$ cat src/rtl/gfx_pkg.sv
// rtl/gfx_pkg.sv - shared types and constants for the vertex feeder
package gfx_pkg;

    typedef enum logic [2:0] {
        ST_IDLE,
        ST_FETCH,
        ST_CAPTURE,
        ST_LAUNCH,
        ST_WAIT_LOW,
        ST_WAIT_HIGH,
        ST_WRITE,
        ST_FINISH
    } feeder_state_t;

    localparam logic [31:0] FP_ONE        = 32'h3f800000;
    localparam int          WORDS_PER_VTX = 3;
    localparam logic [1:0]  LAST_WORD     = 2'(WORDS_PER_VTX - 1);

endpackage

$ cat src/rtl/feeder_capture.sv
// rtl/feeder_capture.sv - delays read strobes by the RAM latency and names the x/y/z capture cycles
module feeder_capture
    import gfx_pkg::*;
#(
    parameter int MEM_LAT = 2
) (
    input  logic clk,
    input  logic reset_n,
    input  logic flush,
    input  logic rd_en,
    output logic cap_x,
    output logic cap_y,
    output logic cap_z
);

    logic [MEM_LAT-1:0] en_pipe;
    logic [1:0]         word_idx;
    logic               data_valid;

    assign data_valid = en_pipe[MEM_LAT-1];

    // Track each read strobe down to the cycle its data appears on rd_data
    always_ff @(posedge clk or negedge reset_n) begin
        if (!reset_n) begin
            en_pipe <= '0;
        end else begin
            en_pipe[0] <= rd_en;
            for (int i = 1; i < MEM_LAT; i++) begin
                en_pipe[i] <= en_pipe[i-1];
            end
        end
    end

    // Count returning words so each one lands in the right operand; idle clears it
    always_ff @(posedge clk or negedge reset_n) begin
        if (!reset_n) begin
            word_idx <= '0;
        end else if (flush) begin
            word_idx <= '0;
        end else if (data_valid) begin
            word_idx <= (word_idx == LAST_WORD) ? 2'd0 : word_idx + 2'd1;
        end
    end

    // Decode the word index into one strobe per operand
    always_comb begin
        cap_x = data_valid && (word_idx == 2'd0);
        cap_y = data_valid && (word_idx == 2'd1);
        cap_z = data_valid && (word_idx == 2'd2);
    end

endmodule

$ cat src/rtl/vertex_feeder.sv
// rtl/vertex_feeder.sv - streams vertices from RAM through the transform unit into the output buffer
module vertex_feeder
    import gfx_pkg::*;
#(
    parameter int ADDR_W  = 10,
    parameter int CNT_W   = 10,
    parameter int MEM_LAT = 2,
    parameter int TIMEOUT = 64
) (
    input  logic              clk,
    input  logic              reset_n,
    input  logic              go,
    input  logic [ADDR_W-1:0] src_base,
    input  logic [ADDR_W-1:0] dst_base,
    input  logic [CNT_W-1:0]  vtx_count,
    output logic              busy,
    output logic              finished,
    output logic              error,
    output logic              rd_en,
    output logic [ADDR_W-1:0] rd_addr,
    input  logic [31:0]       rd_data,
    output logic              xf_start,
    output logic [31:0]       xf_x,
    output logic [31:0]       xf_y,
    output logic [31:0]       xf_z,
    input  logic              xf_done,
    input  logic [31:0]       xf_x_out,
    input  logic [31:0]       xf_y_out,
    input  logic [31:0]       xf_z_out,
    output logic              wr_en,
    output logic [ADDR_W-1:0] wr_addr,
    output logic [31:0]       wr_data
);

    localparam int WAIT_W = $clog2(TIMEOUT + 1);

    feeder_state_t      state;
    feeder_state_t      state_nxt;
    logic [ADDR_W-1:0]  src_ptr;
    logic [ADDR_W-1:0]  dst_ptr;
    logic [CNT_W-1:0]   remaining;
    logic [1:0]         word_idx;
    logic [WAIT_W-1:0]  wait_cnt;
    logic [31:0]        res_x;
    logic [31:0]        res_y;
    logic [31:0]        res_z;
    logic               last_word;
    logic               waiting;
    logic               wait_expired;
    logic               timeout_hit;
    logic               cap_x;
    logic               cap_y;
    logic               cap_z;

    assign last_word    = (word_idx == LAST_WORD);
    assign waiting      = (state == ST_LAUNCH) || (state == ST_WAIT_LOW) || (state == ST_WAIT_HIGH);
    assign wait_expired = (wait_cnt == WAIT_W'(TIMEOUT - 1));

    feeder_capture #(
        .MEM_LAT (MEM_LAT)
    ) u_capture (
        .clk     (clk),
        .reset_n (reset_n),
        .flush   (state == ST_IDLE),
        .rd_en   (rd_en),
        .cap_x   (cap_x),
        .cap_y   (cap_y),
        .cap_z   (cap_z)
    );

    // State register
    always_ff @(posedge clk or negedge reset_n) begin
        if (!reset_n) begin
            state <= ST_IDLE;
        end else begin
            state <= state_nxt;
        end
    end

    // Next-state logic; a wait state that sits out its full budget aborts the run
    always_comb begin
        state_nxt   = state;
        timeout_hit = 1'b0;
        case (state)
            ST_IDLE: begin
                if (go) begin
                    state_nxt = (vtx_count == '0) ? ST_FINISH : ST_FETCH;
                end
            end
            ST_FETCH: begin
                if (last_word) begin
                    state_nxt = ST_CAPTURE;
                end
            end
            ST_CAPTURE: begin
                if (cap_z) begin
                    state_nxt = ST_LAUNCH;
                end
            end
            ST_LAUNCH: begin
                if (xf_done) begin
                    state_nxt = ST_WAIT_LOW;
                end else if (wait_expired) begin
                    state_nxt   = ST_FINISH;
                    timeout_hit = 1'b1;
                end
            end
            ST_WAIT_LOW: begin
                if (!xf_done) begin
                    state_nxt = ST_WAIT_HIGH;
                end else if (wait_expired) begin
                    state_nxt   = ST_FINISH;
                    timeout_hit = 1'b1;
                end
            end
            ST_WAIT_HIGH: begin
                if (xf_done) begin
                    state_nxt = ST_WRITE;
                end else if (wait_expired) begin
                    state_nxt   = ST_FINISH;
                    timeout_hit = 1'b1;
                end
            end
            ST_WRITE: begin
                if (last_word) begin
                    state_nxt = (remaining == CNT_W'(1)) ? ST_FINISH : ST_FETCH;
                end
            end
            ST_FINISH: begin
                state_nxt = ST_IDLE;
            end
            default: begin
                state_nxt = ST_IDLE;
            end
        endcase
    end

    // Outputs decoded from state; addresses and data are forced to zero when not strobed
    always_comb begin
        busy     = (state != ST_IDLE);
        finished = (state == ST_FINISH);
        rd_en    = (state == ST_FETCH);
        rd_addr  = '0;
        xf_start = (state == ST_LAUNCH) && xf_done;
        wr_en    = (state == ST_WRITE);
        wr_addr  = '0;
        wr_data  = '0;
        if (rd_en) begin
            rd_addr = src_ptr + ADDR_W'(word_idx);
        end
        if (wr_en) begin
            wr_addr = dst_ptr + ADDR_W'(word_idx);
            case (word_idx)
                2'd0:    wr_data = res_x;
                2'd1:    wr_data = res_y;
                default: wr_data = res_z;
            endcase
        end
    end

    // Word index walks 0..2 during the fetch and write bursts
    always_ff @(posedge clk or negedge reset_n) begin
        if (!reset_n) begin
            word_idx <= '0;
        end else if (((state == ST_FETCH) || (state == ST_WRITE)) && !last_word) begin
            word_idx <= word_idx + 2'd1;
        end else begin
            word_idx <= '0;
        end
    end

    // Wait counter restarts on every state change and only runs in the handshake states
    always_ff @(posedge clk or negedge reset_n) begin
        if (!reset_n) begin
            wait_cnt <= '0;
        end else if (!waiting || (state_nxt != state)) begin
            wait_cnt <= '0;
        end else begin
            wait_cnt <= wait_cnt + WAIT_W'(1);
        end
    end

    // Run bookkeeping: latch the job on go, advance per vertex, keep the sticky error
    always_ff @(posedge clk or negedge reset_n) begin
        if (!reset_n) begin
            src_ptr   <= '0;
            dst_ptr   <= '0;
            remaining <= '0;
            error     <= 1'b0;
        end else begin
            if ((state == ST_IDLE) && go) begin
                src_ptr   <= src_base;
                dst_ptr   <= dst_base;
                remaining <= vtx_count;
                error     <= 1'b0;
            end else if ((state == ST_WRITE) && last_word) begin
                src_ptr   <= src_ptr + ADDR_W'(WORDS_PER_VTX);
                dst_ptr   <= dst_ptr + ADDR_W'(WORDS_PER_VTX);
                remaining <= remaining - CNT_W'(1);
            end
            if (timeout_hit) begin
                error <= 1'b1;
            end
        end
    end

    // Operands load only on their capture strobe, so they stay put while the transform runs
    always_ff @(posedge clk or negedge reset_n) begin
        if (!reset_n) begin
            xf_x <= '0;
            xf_y <= '0;
            xf_z <= '0;
        end else begin
            if (cap_x) xf_x <= rd_data;
            if (cap_y) xf_y <= rd_data;
            if (cap_z) xf_z <= rd_data;
        end
    end

    // Results are taken on the done edge that ends the transform
    always_ff @(posedge clk or negedge reset_n) begin
        if (!reset_n) begin
            res_x <= '0;
            res_y <= '0;
            res_z <= '0;
        end else if ((state == ST_WAIT_HIGH) && xf_done) begin
            res_x <= xf_x_out;
            res_y <= xf_y_out;
            res_z <= xf_z_out;
        end
    end

endmodule

$ cat config.mk
export PLATFORM = sky130hd
export DESIGN_NAME = vertex_feeder
export DESIGN_NICKNAME = d
export VERILOG_FILES = /design/src/rtl/gfx_pkg.sv /design/src/rtl/feeder_capture.sv /design/src/rtl/vertex_feeder.sv
export SDC_FILE = /design/constraint.sdc
export NUM_CORES = 1
export LEC_CHECK = 0
export ABC_AREA = 1
export BUFFER_PORTS_ARGS = -buffer_cell sky130_fd_sc_hd__buf_2
export CELL_PAD_IN_SITES_DETAIL_PLACEMENT = 0
export CELL_PAD_IN_SITES_GLOBAL_PLACEMENT = 1
export CORE_AREA = 2 2 171 173
export DETAILED_ROUTE_END_ITERATION = 16
export DIE_AREA = 0 0 173 175
export GPL_ROUTABILITY_DRIVEN = 1
export PLACE_DENSITY_LB_ADDON = 0.2
export SYNTH_ARGS = -nofsm -noshare
export SYNTH_HDL_FRONTEND = slang
export SYNTH_SLANG_ARGS = --single-unit
$ cat constraint.sdc
create_clock -name clk -period 2 [get_ports clk]
set_input_delay 0.3 -clock clk [delete_from_list [all_inputs] [get_ports clk]]
set_output_delay 0.3 -clock clk [all_outputs]
set_load 0.005 [all_outputs]
# --- After elaboration in Yosys (flattened, before gate mapping) ---
# Cells that the tools add are included.
word_totals:
  register_bits: 239
  latch_bits: 0
  ramBits: 0
  romBits: 0
  in_bits: 162
  output_inout_bits: 154
  n_memories: 0
classes:
  n_addsub: 8
  multipliers: 0
  div: 0
  n_lt_le_gt_ge: 0
  eq_ne: 14
  shift: 0
  muxes: 32
  bitwise: 0
  n_reduce_logical: 23
op_table:
  columns: ["operator", "n"]
  rows:
  - ["$mux W10", 8]
  - ["$pmux W32 S2", 1]
  - ["$mux W32", 1]
  - ["$mux W3", 10]
  - ["$pmux W3 S8", 1]
  - ["$add A10 B2 Y10", 2]
  - ["$add A10 B2 Y10 const B", 2]
  - ["$eq A3 B3 Y1 const B", 4]
  - ["$eq A10 B1 Y1 const B", 1]
  - ["$logic_not A10 Y1", 1]
  - ["$sub A10 B1 Y10 const B", 1]
  - ["$logic_and A1 B1 Y1", 8]
  - ["$mux W2", 4]
  - ["$add A7 B1 Y7 const B", 1]
  - ["$eq A7 B6 Y1 const B", 1]
  - ["$mux W7", 1]
  - ["$eq A3 B2 Y1 const B", 2]
  - ["$reduce_bool A2 Y1", 3]
  - ["$mux W1", 5]
  - ["$add A2 B1 Y2 const B", 2]
  - ["$eq A2 B1 Y1 const B", 2]
  - ["$eq A2 B2 Y1 const B", 2]
  - ["$logic_not A2 Y1", 2]
  - ["$logic_or A1 B1 Y1", 4]
  - ["7 further kinds", 8]

# --- Logic depth before layout (Yosys ltp) ---
# Gate-level depths: netlist of run 1.
depth:
  word_depth: 7
  depth_mapped: 13
  depth_no_buf: 13

# --- Hierarchy ---
# A second synthesis of run 1 with hierarchy kept.
unflattened:
  hier_cells: 996
  hier_area_um2: 10955.5
modules_own_cells:
  columns: ["module", "instances", "cells_each", "area_each_um2", "seq_area_each_um2"]
  rows:
  - ["vertex_feeder", 1, 977, 10787.8, 5880.6]
  - ["feeder_capture", 1, 19, 167.7, 100.1]

# --- Worst setup path after synthesis of run 1 ---
# OpenSTA, ideal clock, no wires.
synth_path:
  path_kind: "register to output"
  start: "register word_idx[1]"
  end: "output port wr_data[10]"
  t_arrival_ns: 1.555
  t_required_ns: 1.700
  slack_ns: 0.145
  path_stages_with_launch: 8
  cell_sequence: "dfrtp_1 > inv_1 > ha_1 > clkbuf_1 > nor2_1 > clkbuf_1 > nand2_1 > a31oi_1"
synth_via:
  elab_chain_len: 3
  elab_cells_between_ends: 4
  classes_between: "eq/ne: 1; mux: 2; reduce/logical: 1"
synth_lines:
  columns: ["item", "line_no", "source"]
  rows:
  - ["start: declaration", "vertex_feeder.sv:42", "logic [1:0] word_idx;"]
  - ["start signal: assignment", "vertex_feeder.sv:166", "word_idx <= word_idx + 2'd1;"]
  - ["$eq A2 B1 Y1 or $logic_not A2 Y1 (tied branches)", "vertex_feeder.sv:153", "case (word_idx)"]
  - ["$pmux W32 S2 *", "vertex_feeder.sv:153", null]
  - ["$mux W32 *", "vertex_feeder.sv:151", "if (wr_en) begin"]
  - ["end: declaration", "vertex_feeder.sv:32", "output logic [31:0] wr_data"]
# Mark *: on every way between the ends. The rest lies on a longest branch, timed or not.

# --- Worst setup path after layout of run 1 ---
layout_path:
  start: "register word_idx[0]"
  end: "output port wr_addr[8]"
layout_via:
  elab_chain_len: 2
layout_lines:
  columns: ["item", "line_no", "source"]
  rows:
  - ["$add A10 B2 Y10", "vertex_feeder.sv:152", "wr_addr = dst_ptr + ADDR_W'(word_idx);"]
  - ["$mux W10", "vertex_feeder.sv:151", null]
  - ["end: declaration", "vertex_feeder.sv:31", "output logic [ADDR_W-1:0] wr_addr,"]
# No other way between the ends.

==> summary.txt, run 1 <==
Netlist Area Pre-Place - 10920 µm²
MaxCap Viol Count - 0
Fin crit share - 127.7%
PortBufs - 315
Fmax - 0.3916 GHz
Synth warn - 0
Status - finished with violations
CTS Sinks - 239
Req. time, crit path - 1700 ps
DRT Pass-1 Iters - 5
Synthesis-to-layout area growth - 44.06%
Sequential element share of the synthesized area - 54.75%
CP max FO - 4
Largest net degree at the start of global routing - 66
CTS H-Tree Depth - 1
Design Power - 22.57 mW
Top-Level Pins - 316
Vias in the first global route - 9776
Leakage power - 7.847 nW
Final setup vio count - 50
Hold path start - src_base[5]
Initial Util - 38.48%
First-pass GRT wire length - 51670 µm
Ratio of cells with drive above 1 in the final layout - 37.15%
DRT antenna net count - 0
Placer Congestion - 0.8464
CTS max path bufs - 3
Hold Vio Cnt, Final - 0
Final Max Slew Viols - 0
Clock Latency Late Sink - 530 ps
Slew margin rel. - 35.53%
Final WS setup - -553.7 ps
Placed Cells - 1826
Mapped Cells - 1139
Initial antenna violation count - 1
DP Wirelength - 21860 µm
Total CTS buffers - 27
Post-route non-filler standard cell count - 2000
Pwr dens - 1434 nW/µm²
Routed wire length - 32890 µm
Final Critical Period - 2554 ps
Post-synth top area share - 54.75%
Area leader, netlist - dfrtp_1
Clock skew - 9.280 ps
Critical path arrival - 2250 ps
Critical Path Start - word_idx[0]$_DFF_PN0_
Netlist cell types - 43
DRC errors left - 0
Util after Layout - 55.43%
Drt first-iter violations - 472
Maximum vdd drop - 0.7779 mV
Most frequent cells in the layout - buf_2, nand2_1, dfrtp_1
Num rows - 62
Die ar. - 30280 µm²
Register bit count reported by yosys - 239
Vias per inst - 4.839
CORE AREA - 28390 µm²
Net count, final - 1776
Via count - 9677
CP endpoint kind - output pin
RSZ-0062 raised after global routing - yes
Pre-CTS setup slack - -18.77 ps
Largest cells by area after synthesis - dfrtp_1, nand2_1, mux2_2
Post-synth net total - 1315
Hold Path Class - primary input to register
TNS Setup - -19210 ps
Wirelength per Cell - 16.44 µm
Total grt overflow - 0
CTS tree - done
Reg-to-Reg Start - word_idx[1]$_DFF_PN0_
Most common cell after layout, fill and taps aside - buf_2
Clock transition at path regs - 60 ps
Gr usage total - 20.94%
Worst Tran Pin Value - 967.0 ps
Die Y - 175 µm
Failing checks - setup timing
Setup Crit Path Kind - register to output pin
Root Buffer - clkbuf_16
CP startpoint kind - register
Average size of a mapped cell - 9.591 µm²
Die width - 173 µm
critical path, stage by stage (launching register included):
cell	delay, ps
dfrtp_2	450
buf_6	140
ha_4	150
fa_2	370
nand2_4	90
nor2_4	50
inv_2	50
nor4_1	40
nor3_1	220
buf_2	170
metrics by stage:
step | instance area (µm²) | hold slack, ps
2_1_floorplan | 10920 | 4.409
3_3_place_gp | 13160 | 297.1
3_5_place_dp | 13160 | 298.2
4_1_cts | 15430 | 2.018
5_1_grt | 15740 | 11.36
6_report | 15740 | 25.06
layout make-up:
type	count	area [µm²]
Multi-Input combinational cell	745	4629
Sequential cell	239	5988
Clock inverter	8	121.4
Antenna cell	1	2.502
Fill cell	2647	12650
Inverter	101	394.1
Clock buffer	36	739.5
Tap cell	384	480.5
Timing Repair Buffer	486	3382
kinds of logic after synthesis:
| group | synth area share, % |
|---|---|
| xor gates and xnor gates | 1.283 |
| and+or+nand+nor | 15.95 |
| DFF | 54.75 |
| muxes | 9.896 |
| buffers and inverters | 6.128 |
| AOI/OAI and AO/OA | 10.25 |
| adders and majority gates | 1.741 |
report_power, final:
part	switching, mW	internal [mW]
combinational	4.81	4.28
clock	1.96	2.95
sequential	1.45	7.12
registers in the layout, indices dropped and copies added, names as in the netlist:
name	cells
res_x	32
res_y	32
res_z	32
xf_x	32
xf_y	32
xf_z	32
dst_ptr	10
remaining	10
src_ptr	10
wait_cnt	7
state	3
u_capture.en_pipe	2
u_capture.word_idx	2
word_idx	2
error	1
layer usage:
metal	up-vias	share of wire [%]	track usage, %
met5	-	0	0
met4	0	2.6	5.261
met3	52	6.6	4.547
met2	304	47	35.13
met1	4637	44	27.65
li1	4684	-	-
cells in the mapped netlist (all sizes together):
library cell,instances
nand2,287
dfrtp,239
o21ai,124
inv,100
mux2,96
nor2,73
a31oi,38
clkbuf,37
nand3,28
a21oi,19
buf,18
nor3,18
xor2,15
ha,12
o221ai,7
nand4,4
o211ai,4
a211oi,2
a21boi,2
a21o,2
fa,2
nor4,2
or4,2
and2,1
clkinv,1
nand3b,1
o21bai,1
o22ai,1
o311ai,1
o31ai,1
xnor2,1
path summary, 6_finish.rpt:
| kind | slack (ps) | cells after the start | to |
|---|---|---|---|
| worst max-delay path | -550 | 9 | wr_addr[8] |
| worst min-delay path | 30 | 3 | src_ptr[5]$_DFFE_PN0P_ |
| worst max register to register | 70 | 12 | wait_cnt[4]$_DFF_PN0_ |
| worst min register to register | 360 | 0 | u_capture.en_pipe[1]$_DFF_PN0_ |
| max in group asynchronous | 980 | 3 | res_y[8]$_DFFE_PN0P_ |
| min in group asynchronous | 320 | 2 | src_ptr[7]$_DFFE_PN0P_ |
what timing repair did:
action | in CTS | in global routing
hold endpoints to repair | 152 | 0
endpoints found under the setup margin | 53 | 74
pin swaps | 16 | 26
gates cloned | 1 | 3
hold buffers | 102 | 0
gates resized for setup | 59 | 49
setup buffers | 16 | 10
Note: power is estimated with default switching activity, not from simulation.
==> run 2: changes to the inputs <==
- SETUP_SLACK_MARGIN: not set -> 0.2
==> summary.txt, run 2 (synthesized netlist as in run 1, its figures left out) <==
Status - finished with violations
Failing checks - setup timing
Die ar. - 30280 µm²
Fin crit share - 125.0%
Routed wire length - 34180 µm
Final Max Slew Viols - 0
Setup Crit Path Kind - register to output pin
Vias per inst - 4.870
Hold Path Class - primary input to register
Most common cell after layout, fill and taps aside - buf_2
Final WS setup - -500.9 ps
WHS Path Cells - 2
Top sig layer - met4
Metal2 WL - 16460 µm
Pwr dens - 1439 nW/µm²
Placer Congestion - 0.8464
Clock skew - 8.585 ps
DRT antenna net count - 0
Final setup vio count - 69
Wirelength per Cell - 16.89 µm
Die width - 173 µm
Synthesis-to-layout area growth - 51.24%
Ratio of cells with drive above 1 in the final layout - 41.45%
Clock Latency Late Sink - 540 ps
CP max FO - 8
Die Y - 175 µm
CP max stage cell - dfrtp_2
Initial Util - 38.48%
Gr usage total - 21.13%
Met3 Wirelength - 2253 µm
Util after Layout - 58.19%
CP endpoint kind - output pin
Critical path arrival - 2200 ps
Worst Tran Pin Value - 586.3 ps
PortBufs - 315
Top-Level Pins - 316
Critical path depth in cells - 10
DRC errors left - 0
Most frequent cells in the layout - buf_2, nand2_1, dfrtp_1
Fmax - 0.3999 GHz
Initial antenna violation count - 1
Vias in the first global route - 9849
DP Wirelength - 21860 µm
CTS max path bufs - 3
Largest net degree at the start of global routing - 66
Layout fillers - 2575
CP startpoint kind - register
Via count - 9851
Req. time, crit path - 1700 ps
Placed Cells - 1826
CORE AREA - 28390 µm²
Hold Vio Cnt, Final - 0
DRT Pass-1 Iters - 5
Net count, final - 1799
Clock transition at path regs - 60 ps
Root Buffer - clkbuf_16
MaxCap Viol Count - 0
Total grt overflow - 0
Maximum vdd drop - 0.8315 mV
CTS Sinks - 239
Max incr delay on CP - 450 ps
M1 wire length - 14720 µm
Top cell family by delay on the critical path - buffers and inverters
Num rows - 62
R2R depth - 15
RSZ-0062 raised after global routing - yes
CTS H-Tree Depth - 1
Leakage power - 8.185 nW
Final Critical Period - 2501 ps
Slew margin rel. - 60.92%
First-pass GRT wire length - 52120 µm
Cells along the critical path - buf_6 -> buf_6 -> inv_4 -> ha_4 -> nor2_4 -> buf_12 -> buf_12 -> nand2_4 -> a31oi_4 -> buf_2
CTS tree - done
CP Buf/Inv Count - 6
Post-route non-filler standard cell count - 2023
Drt first-iter violations - 524
Total CTS buffers - 27
run 2: metal layers:
| layer | vias up | track usage [%] |
|---|---|---|
| met3 | 41 | 4.547 |
| met4 | 0 | 5.261 |
| met5 | - | 0 |
| met1 | 4768 | 27.90 |
| li1 | 4733 | - |
| met2 | 309 | 35.52 |
run 2: through the flow:
step                      hold slack [ps]  setup TNS [ps]  worst slack [ps]  area [µm²]  power [mW]
after floorplan                     4.409               0             145.1       10920       13.07
after global placement              297.1               0             13.55       13160       16.24
after detailed placement            298.2          -52.46            -18.77       13160       16.41
after CTS                          0.7698          -20430            -495.2       15630       22.51
after global routing                10.63          -28520            -609.0       16520       25.39
final                               25.75          -21670            -500.9       16520       23.78
run 2: cell type report:
type                            instances  area, µm²  area share (%)
Antenna cell                            1      2.502         0.01515
Clock buffer                           36      739.5           4.476
Clock inverter                          8      121.4          0.7346
Inverter                              101      420.4           2.544
Multi-Input combinational cell        745       4981           30.15
Sequential cell                       239       5988           36.24
Tap cell                              384      480.5           2.908
Timing Repair Buffer                  509       3789           22.93
run 2: timing repair:
action | in CTS | in global routing
buffers inserted | 26 | 16
gates resized for setup | 96 | 147
setup endpoints to repair | 86 | 117
hold endpoints to repair | 152 | 0
cloned | 1 | 7
hold buffers | 102 | 0
pin swaps | 27 | 51
run 2: power breakdown:
part           internal [mW]  total (mW)  switching, mW
clock                   2.95        4.93           1.98
sequential              7.12        8.65           1.53
combinational           4.90        10.2           5.30
run 2: worst paths after layout:
path / startpoint / slack (ps) / endpoint
max: word_idx[0]$_DFF_PN0_ / -500 / wr_data[23]
min: xf_x_out[6] / 30 / res_x[6]$_DFFE_PN0P_
max reg2reg: word_idx[0]$_DFF_PN0_ / -80 / wait_cnt[3]$_DFF_PN0_
min reg2reg: u_capture.en_pipe[0]$_DFF_PN0_ / 360 / u_capture.en_pipe[1]$_DFF_PN0_
max in group asynchronous: reset_n / 980 / res_y[8]$_DFFE_PN0P_
min in group asynchronous: reset_n / 320 / src_ptr[7]$_DFFE_PN0P_
